File: src/rtl/mips_pkg.sv
// Shared definitions for the multicycle MIPS control unit.
// Holds opcode/funct encodings, ALU control codes, the FSM state encoding,
// trap cause codes and the bundle of datapath control strobes.
package mips_pkg;

  // Primary opcodes (instruction[31:26])
  localparam logic [5:0] OP_RTYPE = 6'b000000;
  localparam logic [5:0] OP_J     = 6'b000010;
  localparam logic [5:0] OP_BEQ   = 6'b000100;
  localparam logic [5:0] OP_ADDI  = 6'b001000;
  localparam logic [5:0] OP_LW    = 6'b100011;
  localparam logic [5:0] OP_SW    = 6'b101011;

  // R-type function codes (instruction[5:0])
  localparam logic [5:0] FN_ADD = 6'b100000;
  localparam logic [5:0] FN_SUB = 6'b100010;
  localparam logic [5:0] FN_AND = 6'b100100;
  localparam logic [5:0] FN_OR  = 6'b100101;
  localparam logic [5:0] FN_SLT = 6'b101010;

  // ALU control codes
  localparam logic [2:0] ALU_ADD = 3'b010;
  localparam logic [2:0] ALU_SUB = 3'b110;
  localparam logic [2:0] ALU_AND = 3'b000;
  localparam logic [2:0] ALU_OR  = 3'b001;
  localparam logic [2:0] ALU_SLT = 3'b111;

  typedef enum logic [2:0] {
    S_FETCH  = 3'd0,
    S_DECODE = 3'd1,
    S_EXEC   = 3'd2,
    S_MEM    = 3'd3,
    S_WB     = 3'd4,
    S_TRAP   = 3'd7
  } state_t;

  typedef enum logic [1:0] {
    ERR_NONE    = 2'b00,
    ERR_ILLEGAL = 2'b01,
    ERR_TIMEOUT = 2'b10
  } err_t;

  // Every per-cycle control output of the unit, so it can be zeroed as one
  typedef struct packed {
    logic       imem_req;
    logic       dmem_req;
    logic       dmem_we;
    logic       pc_en;
    logic       rf_we;
    logic       retire;
    logic       sel_result;
    logic       sel_pc;
    logic       sel_alu_b;
    logic       sel_wa;
    logic       sel_jump;
    logic [2:0] alu_ctrl;
  } ctl_t;

  // Opcodes whose second ALU operand is the sign-extended immediate
  function automatic logic uses_immediate(input logic [5:0] opcode);
    return (opcode == OP_LW) || (opcode == OP_SW) || (opcode == OP_ADDI);
  endfunction

endpackage

File: src/rtl/alu_decoder.sv
// Combinational opcode/funct decoder.
// Ports:
//   opcode   in  6  latched instruction[31:26]
//   funct    in  6  latched instruction[5:0]
//   alu_ctrl out 3  ALU operation for the EXEC state
//   illegal  out 1  opcode unknown, or R-type with an unsupported funct
module alu_decoder
  import mips_pkg::*;
(
  input  logic [5:0] opcode,
  input  logic [5:0] funct,
  output logic [2:0] alu_ctrl,
  output logic       illegal
);

  // Map the instruction class to an ALU operation and flag anything unsupported
  always_comb begin
    alu_ctrl = ALU_AND;
    illegal  = 1'b0;
    case (opcode)
      OP_RTYPE: begin
        case (funct)
          FN_ADD:  alu_ctrl = ALU_ADD;
          FN_SUB:  alu_ctrl = ALU_SUB;
          FN_AND:  alu_ctrl = ALU_AND;
          FN_OR:   alu_ctrl = ALU_OR;
          FN_SLT:  alu_ctrl = ALU_SLT;
          default: illegal  = 1'b1;
        endcase
      end
      OP_LW, OP_SW, OP_ADDI: alu_ctrl = ALU_ADD;
      OP_BEQ:                alu_ctrl = ALU_SUB;
      OP_J:                  alu_ctrl = ALU_AND;
      default:               illegal  = 1'b1;
    endcase
  end

endmodule

File: src/rtl/mips_mc_control.sv
// Multicycle MIPS control unit: sequences FETCH/DECODE/EXEC/MEM/WB with
// req/ready handshakes to instruction and data memory, and traps (sticky)
// on illegal instructions or memory timeouts.
// Ports:
//   clock, reset (sync, active-high)
//   instruction[31:0], zero, imem_ready, dmem_ready        inputs
//   imem_req, dmem_req, dmem_we                             memory requests
//   pc_en, rf_we, retire                                    one-cycle strobes
//   sel_result, sel_pc, sel_alu_b, sel_wa, sel_jump         datapath selects
//   alu_ctrl[2:0], err[1:0], state[2:0]                     ALU op, trap cause, debug state
module mips_mc_control
  import mips_pkg::*;
#(
  parameter int WAIT_LIMIT = 255
) (
  input  logic        clock,
  input  logic        reset,
  input  logic [31:0] instruction,
  input  logic        zero,
  input  logic        imem_ready,
  input  logic        dmem_ready,
  output logic        imem_req,
  output logic        dmem_req,
  output logic        dmem_we,
  output logic        pc_en,
  output logic        rf_we,
  output logic        sel_result,
  output logic        sel_pc,
  output logic        sel_alu_b,
  output logic        sel_wa,
  output logic        sel_jump,
  output logic [2:0]  alu_ctrl,
  output logic        retire,
  output logic [1:0]  err,
  output logic [2:0]  state
);

  // Counter value seen in the WAIT_LIMIT-th consecutive not-ready cycle
  localparam logic [7:0] LAST_WAIT = 8'(WAIT_LIMIT - 1);

  state_t     cur;
  state_t     nxt;
  err_t       err_code;
  err_t       trap_code;
  logic [7:0] wait_cnt;
  logic [5:0] op;
  logic [5:0] fn;
  logic [2:0] dec_alu;
  logic       dec_illegal;
  logic       is_r;
  logic       is_lw;
  logic       is_sw;
  logic       uses_imm;
  ctl_t       ctl;
  ctl_t       ctl_out;
  logic       unused_instr;

  // Only opcode and funct matter to control; fold the rest away
  assign unused_instr = ^instruction[25:6];

  assign is_r     = (op == OP_RTYPE);
  assign is_lw    = (op == OP_LW);
  assign is_sw    = (op == OP_SW);
  assign uses_imm = uses_immediate(op);

  alu_decoder u_alu_decoder (
    .opcode   (op),
    .funct    (fn),
    .alu_ctrl (dec_alu),
    .illegal  (dec_illegal)
  );

  // State register
  always_ff @(posedge clock) begin
    if (reset) cur <= S_FETCH;
    else       cur <= nxt;
  end

  // Trap cause is captured on the transition into TRAP and then held
  always_ff @(posedge clock) begin
    if (reset)                                 err_code <= ERR_NONE;
    else if ((nxt == S_TRAP) && (cur != S_TRAP)) err_code <= trap_code;
    else                                       err_code <= err_code;
  end

  // Opcode/funct are latched on the accepted fetch so decode sees a stable copy
  always_ff @(posedge clock) begin
    if (reset) begin
      op <= 6'd0;
      fn <= 6'd0;
    end else if ((cur == S_FETCH) && imem_ready) begin
      op <= instruction[31:26];
      fn <= instruction[5:0];
    end else begin
      op <= op;
      fn <= fn;
    end
  end

  // Wait counter: restarts on every state change, counts not-ready request cycles
  always_ff @(posedge clock) begin
    if (reset)                                  wait_cnt <= 8'd0;
    else if (nxt != cur)                        wait_cnt <= 8'd0;
    else if (((cur == S_FETCH) && !imem_ready) ||
             ((cur == S_MEM) && !dmem_ready))   wait_cnt <= wait_cnt + 8'd1;
    else                                        wait_cnt <= wait_cnt;
  end

  // Next-state and control decode
  always_comb begin
    nxt       = cur;
    trap_code = ERR_NONE;
    ctl       = '0;

    // Opcode-derived selects hold for the whole body of a legal instruction
    if ((cur inside {S_DECODE, S_EXEC, S_MEM, S_WB}) && !dec_illegal) begin
      ctl.sel_alu_b = uses_imm;
      ctl.sel_wa    = is_r;
      ctl.sel_result = is_lw;
      ctl.alu_ctrl  = uses_imm ? ALU_ADD : ALU_AND;
    end else begin
      ctl.alu_ctrl  = ALU_AND;
    end

    case (cur)
      S_FETCH: begin
        ctl.imem_req = 1'b1;
        // Ready on the limit cycle still wins over the timeout
        if (imem_ready) begin
          nxt = S_DECODE;
        end else if (wait_cnt == LAST_WAIT) begin
          nxt       = S_TRAP;
          trap_code = ERR_TIMEOUT;
        end else begin
          nxt = S_FETCH;
        end
      end
      S_DECODE: begin
        if (dec_illegal) begin
          nxt       = S_TRAP;
          trap_code = ERR_ILLEGAL;
        end else if (op == OP_J) begin
          ctl.sel_jump = 1'b1;
          ctl.pc_en    = 1'b1;
          ctl.retire   = 1'b1;
          nxt          = S_FETCH;
        end else begin
          nxt = S_EXEC;
        end
      end
      S_EXEC: begin
        ctl.alu_ctrl = dec_alu;
        if (op == OP_BEQ) begin
          ctl.sel_pc = zero;
          ctl.pc_en  = 1'b1;
          ctl.retire = 1'b1;
          nxt        = S_FETCH;
        end else if (is_lw || is_sw) begin
          nxt = S_MEM;
        end else begin
          nxt = S_WB;
        end
      end
      S_MEM: begin
        ctl.dmem_req = 1'b1;
        ctl.dmem_we  = is_sw;
        if (dmem_ready) begin
          if (is_sw) begin
            ctl.pc_en  = 1'b1;
            ctl.retire = 1'b1;
            nxt        = S_FETCH;
          end else begin
            nxt = S_WB;
          end
        end else if (wait_cnt == LAST_WAIT) begin
          nxt       = S_TRAP;
          trap_code = ERR_TIMEOUT;
        end else begin
          nxt = S_MEM;
        end
      end
      S_WB: begin
        ctl.rf_we  = 1'b1;
        ctl.pc_en  = 1'b1;
        ctl.retire = 1'b1;
        nxt        = S_FETCH;
      end
      S_TRAP: begin
        nxt = S_TRAP;
      end
      default: begin
        // Unused encodings are treated as a corrupted state and parked in TRAP
        nxt       = S_TRAP;
        trap_code = ERR_ILLEGAL;
      end
    endcase
  end

  // Nothing is driven towards the datapath or memories while reset is held
  assign ctl_out    = reset ? '0 : ctl;

  assign imem_req   = ctl_out.imem_req;
  assign dmem_req   = ctl_out.dmem_req;
  assign dmem_we    = ctl_out.dmem_we;
  assign pc_en      = ctl_out.pc_en;
  assign rf_we      = ctl_out.rf_we;
  assign retire     = ctl_out.retire;
  assign sel_result = ctl_out.sel_result;
  assign sel_pc     = ctl_out.sel_pc;
  assign sel_alu_b  = ctl_out.sel_alu_b;
  assign sel_wa     = ctl_out.sel_wa;
  assign sel_jump   = ctl_out.sel_jump;
  assign alu_ctrl   = ctl_out.alu_ctrl;
  assign err        = err_code;
  assign state      = cur;

endmodule

File: config.mk
export PLATFORM = sky130hd
export DESIGN_NAME = mips_mc_control
export DESIGN_NICKNAME = d
export VERILOG_FILES = /design/src/rtl/mips_pkg.sv /design/src/rtl/alu_decoder.sv /design/src/rtl/mips_mc_control.sv
export SDC_FILE = /design/constraint.sdc
export NUM_CORES = 1
export LEC_CHECK = 0
export BUFFER_PORTS_ARGS = -buffer_cell sky130_fd_sc_hd__buf_2
export CAP_MARGIN = 20
export CORE_ASPECT_RATIO = 1.5
export CORE_MARGIN = 4
export CORE_UTILIZATION = 25
export CTS_CLUSTER_DIAMETER = 120
export DETAILED_ROUTE_END_ITERATION = 16
export PLACE_DENSITY = 0.58
export SLEW_MARGIN = 20
export SYNTH_ARGS = -nofsm -noshare
export SYNTH_HDL_FRONTEND = slang
export SYNTH_SLANG_ARGS = --single-unit
File: constraint.sdc
create_clock -name clock -period 2.8 [get_ports clock]
set_clock_uncertainty 0.05 [all_clocks]
set_input_delay 0.14 -clock clock [delete_from_list [all_inputs] [get_ports clock]]
set_output_delay 0.14 -clock clock [all_outputs]
set_load 0.01 [all_outputs]
# Word-level counts from Yosys, hierarchy flattened
# Index checks and enable logic that the tools add are counted.
# totals
wordCells	81
register_bits	25
# op_classes
eq_ne	19
n_mux	37
n_addsub	1
n_reduce_logical	19
# ops
operator	n
== test 6 bit, second input constant	7
two-way mux 3 bit	9
two-way mux 2 bit	8
one-hot mux 3 bit (5 select lines)	1
two-way mux 14 bit	1
two-way mux 1 bit	13
one-hot mux 3 bit (4 select lines)	1
OR reduction 5 bit	2
== test 3 bit, second input constant	3
one-hot mux 3 bit (3 select lines)	1
adder 8 x 1 -> 8 bit, second input constant	1
== test 8 bit, second input constant	1
one-hot mux 2 bit (4 select lines)	1
== test 3 x 2 -> 1 bit, second input constant	2
== test 6 x 2 -> 1 bit, second input constant	1
== test 6 x 3 -> 1 bit, second input constant	1
== test 6 x 4 -> 1 bit, second input constant	1
logical NOT 6 bit	1
OR reduction 3 bit	2
logical AND 1 bit	5
one-hot mux 1 bit (4 select lines)	1
nonzero test 4 bit	1
== test 3 x 1 -> 1 bit, second input constant	1
logical NOT 1 bit	3
6 further kinds	8

# Longest topological paths before layout
# depth
word_depth	9
ltp_mapped	8

# By module
# A second synthesis with hierarchy kept.
# unflattened
cells_unflattened	204
hier_area_um2	1531.5
# by_module_without_submodules
module	n_inst	area_per_inst_um2	cells_per_inst
mips_mc_control	1	1370.1	183
alu_decoder	1	161.4	21

# Least setup slack after synthesis
# No wires, ideal clock.
# synth_path
kind	register -> output
startpoint	register op[1]
endpoint	output sel_alu_b
setup_slack_ps	684
path_stages_with_launch	7
t_required_ps	2610
arrival_ps	1926
path_cell_list	dfxtp_1 -> buf_6 -> maj3_2 -> o31a_1 -> a211o_1 -> or4b_4 -> nor2_1
# synth_via
elab_chain_len	7
word_cells_on_any_way	14
cone_classes	eq/ne (5); mux (3); reduce/logical (6)
# synth_lines
item	line_no	source
from (decl)	mips_mc_control.sv:46	logic [5:0] op;
from (signal assigned)	mips_mc_control.sv:92	op <= instruction[31:26];
from (signal assigned)	mips_mc_control.sv:95	op <= op;
== test 6 bit (tied with other cells)	mips_pkg.sv:61, alu_decoder.sv:20	
OR reduction 5 bit (no line)	n/a	
one-hot mux 1 bit (2 select lines)	alu_decoder.sv:20	case (opcode)
logical NOT 1 bit	mips_mc_control.sv:116	if ((cur inside {S_DECODE, S_EXEC, S_MEM, S_WB}) && !dec_illegal) begin
logical AND 1 bit	mips_mc_control.sv:116	
two-way mux 2 bit (*)	mips_mc_control.sv:116	
two-way mux 14 bit (*)	mips_mc_control.sv:200	assign ctl_out = reset ? '0 : ctl;
to (decl)	mips_mc_control.sv:29	output logic sel_alu_b,
# Mark *: on every way between the ends. The rest lies on a longest branch, timed or not.

# Worst setup path in the final report
# layout_path
startpoint	register op[3]
endpoint	output sel_result
# layout_via
elab_chain_len	7
word_cells_on_any_way	12
cone_classes	eq/ne (5); mux (3); reduce/logical (4)
# layout_lines
item	line_no	source
== test 6 bit (tied with other cells)	alu_decoder.sv:20, mips_mc_control.sv:62	
OR reduction 5 bit (no line)	n/a	
one-hot mux 1 bit (2 select lines)	alu_decoder.sv:20	
logical NOT 1 bit	mips_mc_control.sv:116	
logical AND 1 bit	mips_mc_control.sv:116	
two-way mux 1 bit (*)	mips_mc_control.sv:116	
two-way mux 14 bit (*)	mips_mc_control.sv:200	
to (decl)	mips_mc_control.sv:27	output logic sel_result,
# Marked as above.

==> results.yml <==
outcome:
  status: "complete, no violations"
clock_tree:
  path_clk_slew_ps: 90
  cts_tree: "done"
  clock-sinks: 25
  ctsResizeCount: 0
  cts_setup_buffers: 0
  cts_root_buf: "clkbuf_8"
  worstSkewPairLatency_ps: 270
  cts_buffers: 3
  cts-htree-levels: 1
  cts_hold_buf: 0
  clk_path_buf_depth: 2
place:
  dp_hpwl_mm: 3.36
  io_buffers: 35
  place.gp.congestion: 0.904
die:
  initial_core_util_pct: 25.7
  std_cell_rows: 35
  die-area_um2: 7710
  ioPinCount: 56
  die_w_um: 73.0
  die_y_um: 106
  fp.coreArea_um2: 6170
synthesis:
  synth_edf_count: 0
  yosys_warnings: 0
  synth.distinct_cells: 48
  yosys_register_bits: 25
  synth_nets: 250
  async_flop_share_pct: 0
  avgSynthCellArea_um2: 7.52
  synth_cells: 211
  synth_seq_area_share_pct: 31.5
  netlist_area_um2: 1590
  synth_flop_cell: "dfxtp_1"
global_routing:
  antenna_found_initial: 0
  grt_first_pass_wirelength_mm: 7.16
  grt_overflow: 0
  grt_pass1_vias: 1550
  gr-usage-all-layers_pct: 11.4
  grt_max_degree: 26
critical_path:
  critPathSlowestCell: "or4b_4"
  reg2reg_to: "wait_cnt[4]"
  crit_fanout: 6
  arrival_ps: 2380
  critPathCaptureType: "primary output"
  r2r_start: "op[5]"
  cp_slowest_stage_delay_ps: 570
  cp-startpoint: "op[3]"
  rrSetupSlack_ps: 500
  worstSetupStartpointType: "flop"
  crit_type: "reg -> out"
  path_cells: "maj3_2, o31a_1, a211o_1, or4b_4, nor3_2, buf_2"
  crit_required_ps: 2610
  ff2ff_path_depth: 5
route:
  wl_per_cell_um: 14.0
  wl_mm: 4.41
  dr_total_vias: 1597
  drt_iter0_markers: 87
  via_per_inst: 5.09
  drc: 0
  antenna_left: 0
  drt_pass1_iterations: 4
power_and_ir_drop:
  finalPower_w: 0.00154
  power_density_nw_per_um2: 830
  max-vdd-ir-drop_mv: 0.296
  leakage_nw: 0.717
sta:
  min_period_over_period_pct: 91.9
  fin_setup_tns_ps: 0
  fmax_ghz: 0.389
  worstMarginPinSlew_ps: 744
  slew_violations: 0
  setup_viol: 0
  rsz0062_at_grt: "no"
  hold_violations: 0
  period_needed_ps: 2570
  slew_headroom_pct: 49.7
finish:
  layout.nets: 280
  mostFrequentLayoutCells: "38 x nand2_1, 35 x buf_2, 25 x dfxtp_1"
  final_common_cell: "nand2_1"
  antenna_cells: 0
  syn2layout_area_growth_pct: 17.0
  drive_above_1_share_pct: 19.6
hold_path:
  min_path_cells: 3
  min_to: "op[2]"
  holdCritStartpoint: "instruction[28]"
  hold_path_class: "in -> reg"
run:
  drv_cap: 0
worst max-delay path by stage:
stage,end,slack (ps)
after CTS,alu_ctrl[1],210
after global routing,sel_result,140
after global placement,sel_result,530
after detailed placement,wait_cnt[7],500
final,sel_result,230
after floorplan,sel_alu_b,680
cells in the mapped netlist (2+ instances only):
| master | count | area, µm² |
|---|---|---|
| buf_2 | 2 | 10.0 |
| dfxtp_1 | 25 | 500 |
| nand3_1 | 6 | 30.0 |
| a211oi_1 | 2 | 15.0 |
| nor4b_1 | 2 | 17.5 |
| a21oi_1 | 18 | 90.1 |
| clkbuf_1 | 8 | 30.0 |
| a2111oi_0 | 2 | 17.5 |
| and3_1 | 3 | 18.8 |
| o21ai_0 | 4 | 20.0 |
| nor4_1 | 11 | 68.8 |
| and2_1 | 3 | 18.8 |
| ha_1 | 2 | 25.0 |
| nand2_1 | 38 | 143 |
| nor2_1 | 20 | 75.1 |
| nor2b_1 | 7 | 43.8 |
| nand4_1 | 4 | 25.0 |
| nor4bb_1 | 2 | 20.0 |
| a31oi_1 | 3 | 18.8 |
| nor3_1 | 6 | 30.0 |
| o211ai_1 | 3 | 22.5 |
| nand2b_1 | 4 | 25.0 |
| xnor2_1 | 6 | 52.6 |
| nand3b_1 | 2 | 15.0 |
| inv_1 | 5 | 18.8 |
kinds of logic (layout without fill, tap and decap cells):
group	after synthesis	in the layout	synth area share [%]
DFF	25	25	31.5
buffers and inverters	17	46	4.89
and+or+nand+nor	116	116	38.9
muxes	1	1	0.631
adders and majority gates	3	3	2.29
AOI/OAI and AO/OA	42	42	17.9
xor gates and xnor gates	7	7	3.86
where the power goes:
part           total (W)  switching [W]  internal, W
clock network   0.000217       0.000115     0.000102
registers       0.000559       0.000134     0.000425
logic           0.000765       0.000474     0.000291
flip-flops by register name (all words and copies together) (netlist names):
name      count
wait_cnt      8
err           2
op            6
state         3
fn            6
layer usage:
layer,part of all wire (%),vias to the layer above,GRT usage [%]
li1,-,817,-
met1,43,738,13.4
met5,0,-,0
met3,5.0,6,2.39
met2,51,36,20.4
met4,1.1,0,3.03
worst max-delay path, delay by kind of cell, from the launching register on:
kind | cells | cell delay (ps)
compound gates | 2 | 530
fa+ha+maj | 1 | 330
buf+inv | 1 | 150
flops | 1 | 400
simple gates | 2 | 700
cell type report:
type,instances,area [µm²]
clock buffers,4,45.0
fillers,673,4320
inverters,5,18.8
multi-input cells,169,1010
flip-flops and latches,25,500
well taps,74,92.6
repair buffers,37,190
through the flow:
stage          area, µm²  util, %  instances  hold WS (ps)  setup slack [ps]
3_5_place_dp        1810     29.3        310           337               499
6_report            1860     30.1        314          53.1               227
2_1_floorplan       1590        -        211           226               684
3_3_place_gp        1810     29.3        310           333               525
4_1_cts             1860     30.1        314          41.1               214
5_1_grt             1860     30.1        314          39.0               140
Power figures use the tool's default switching activity.
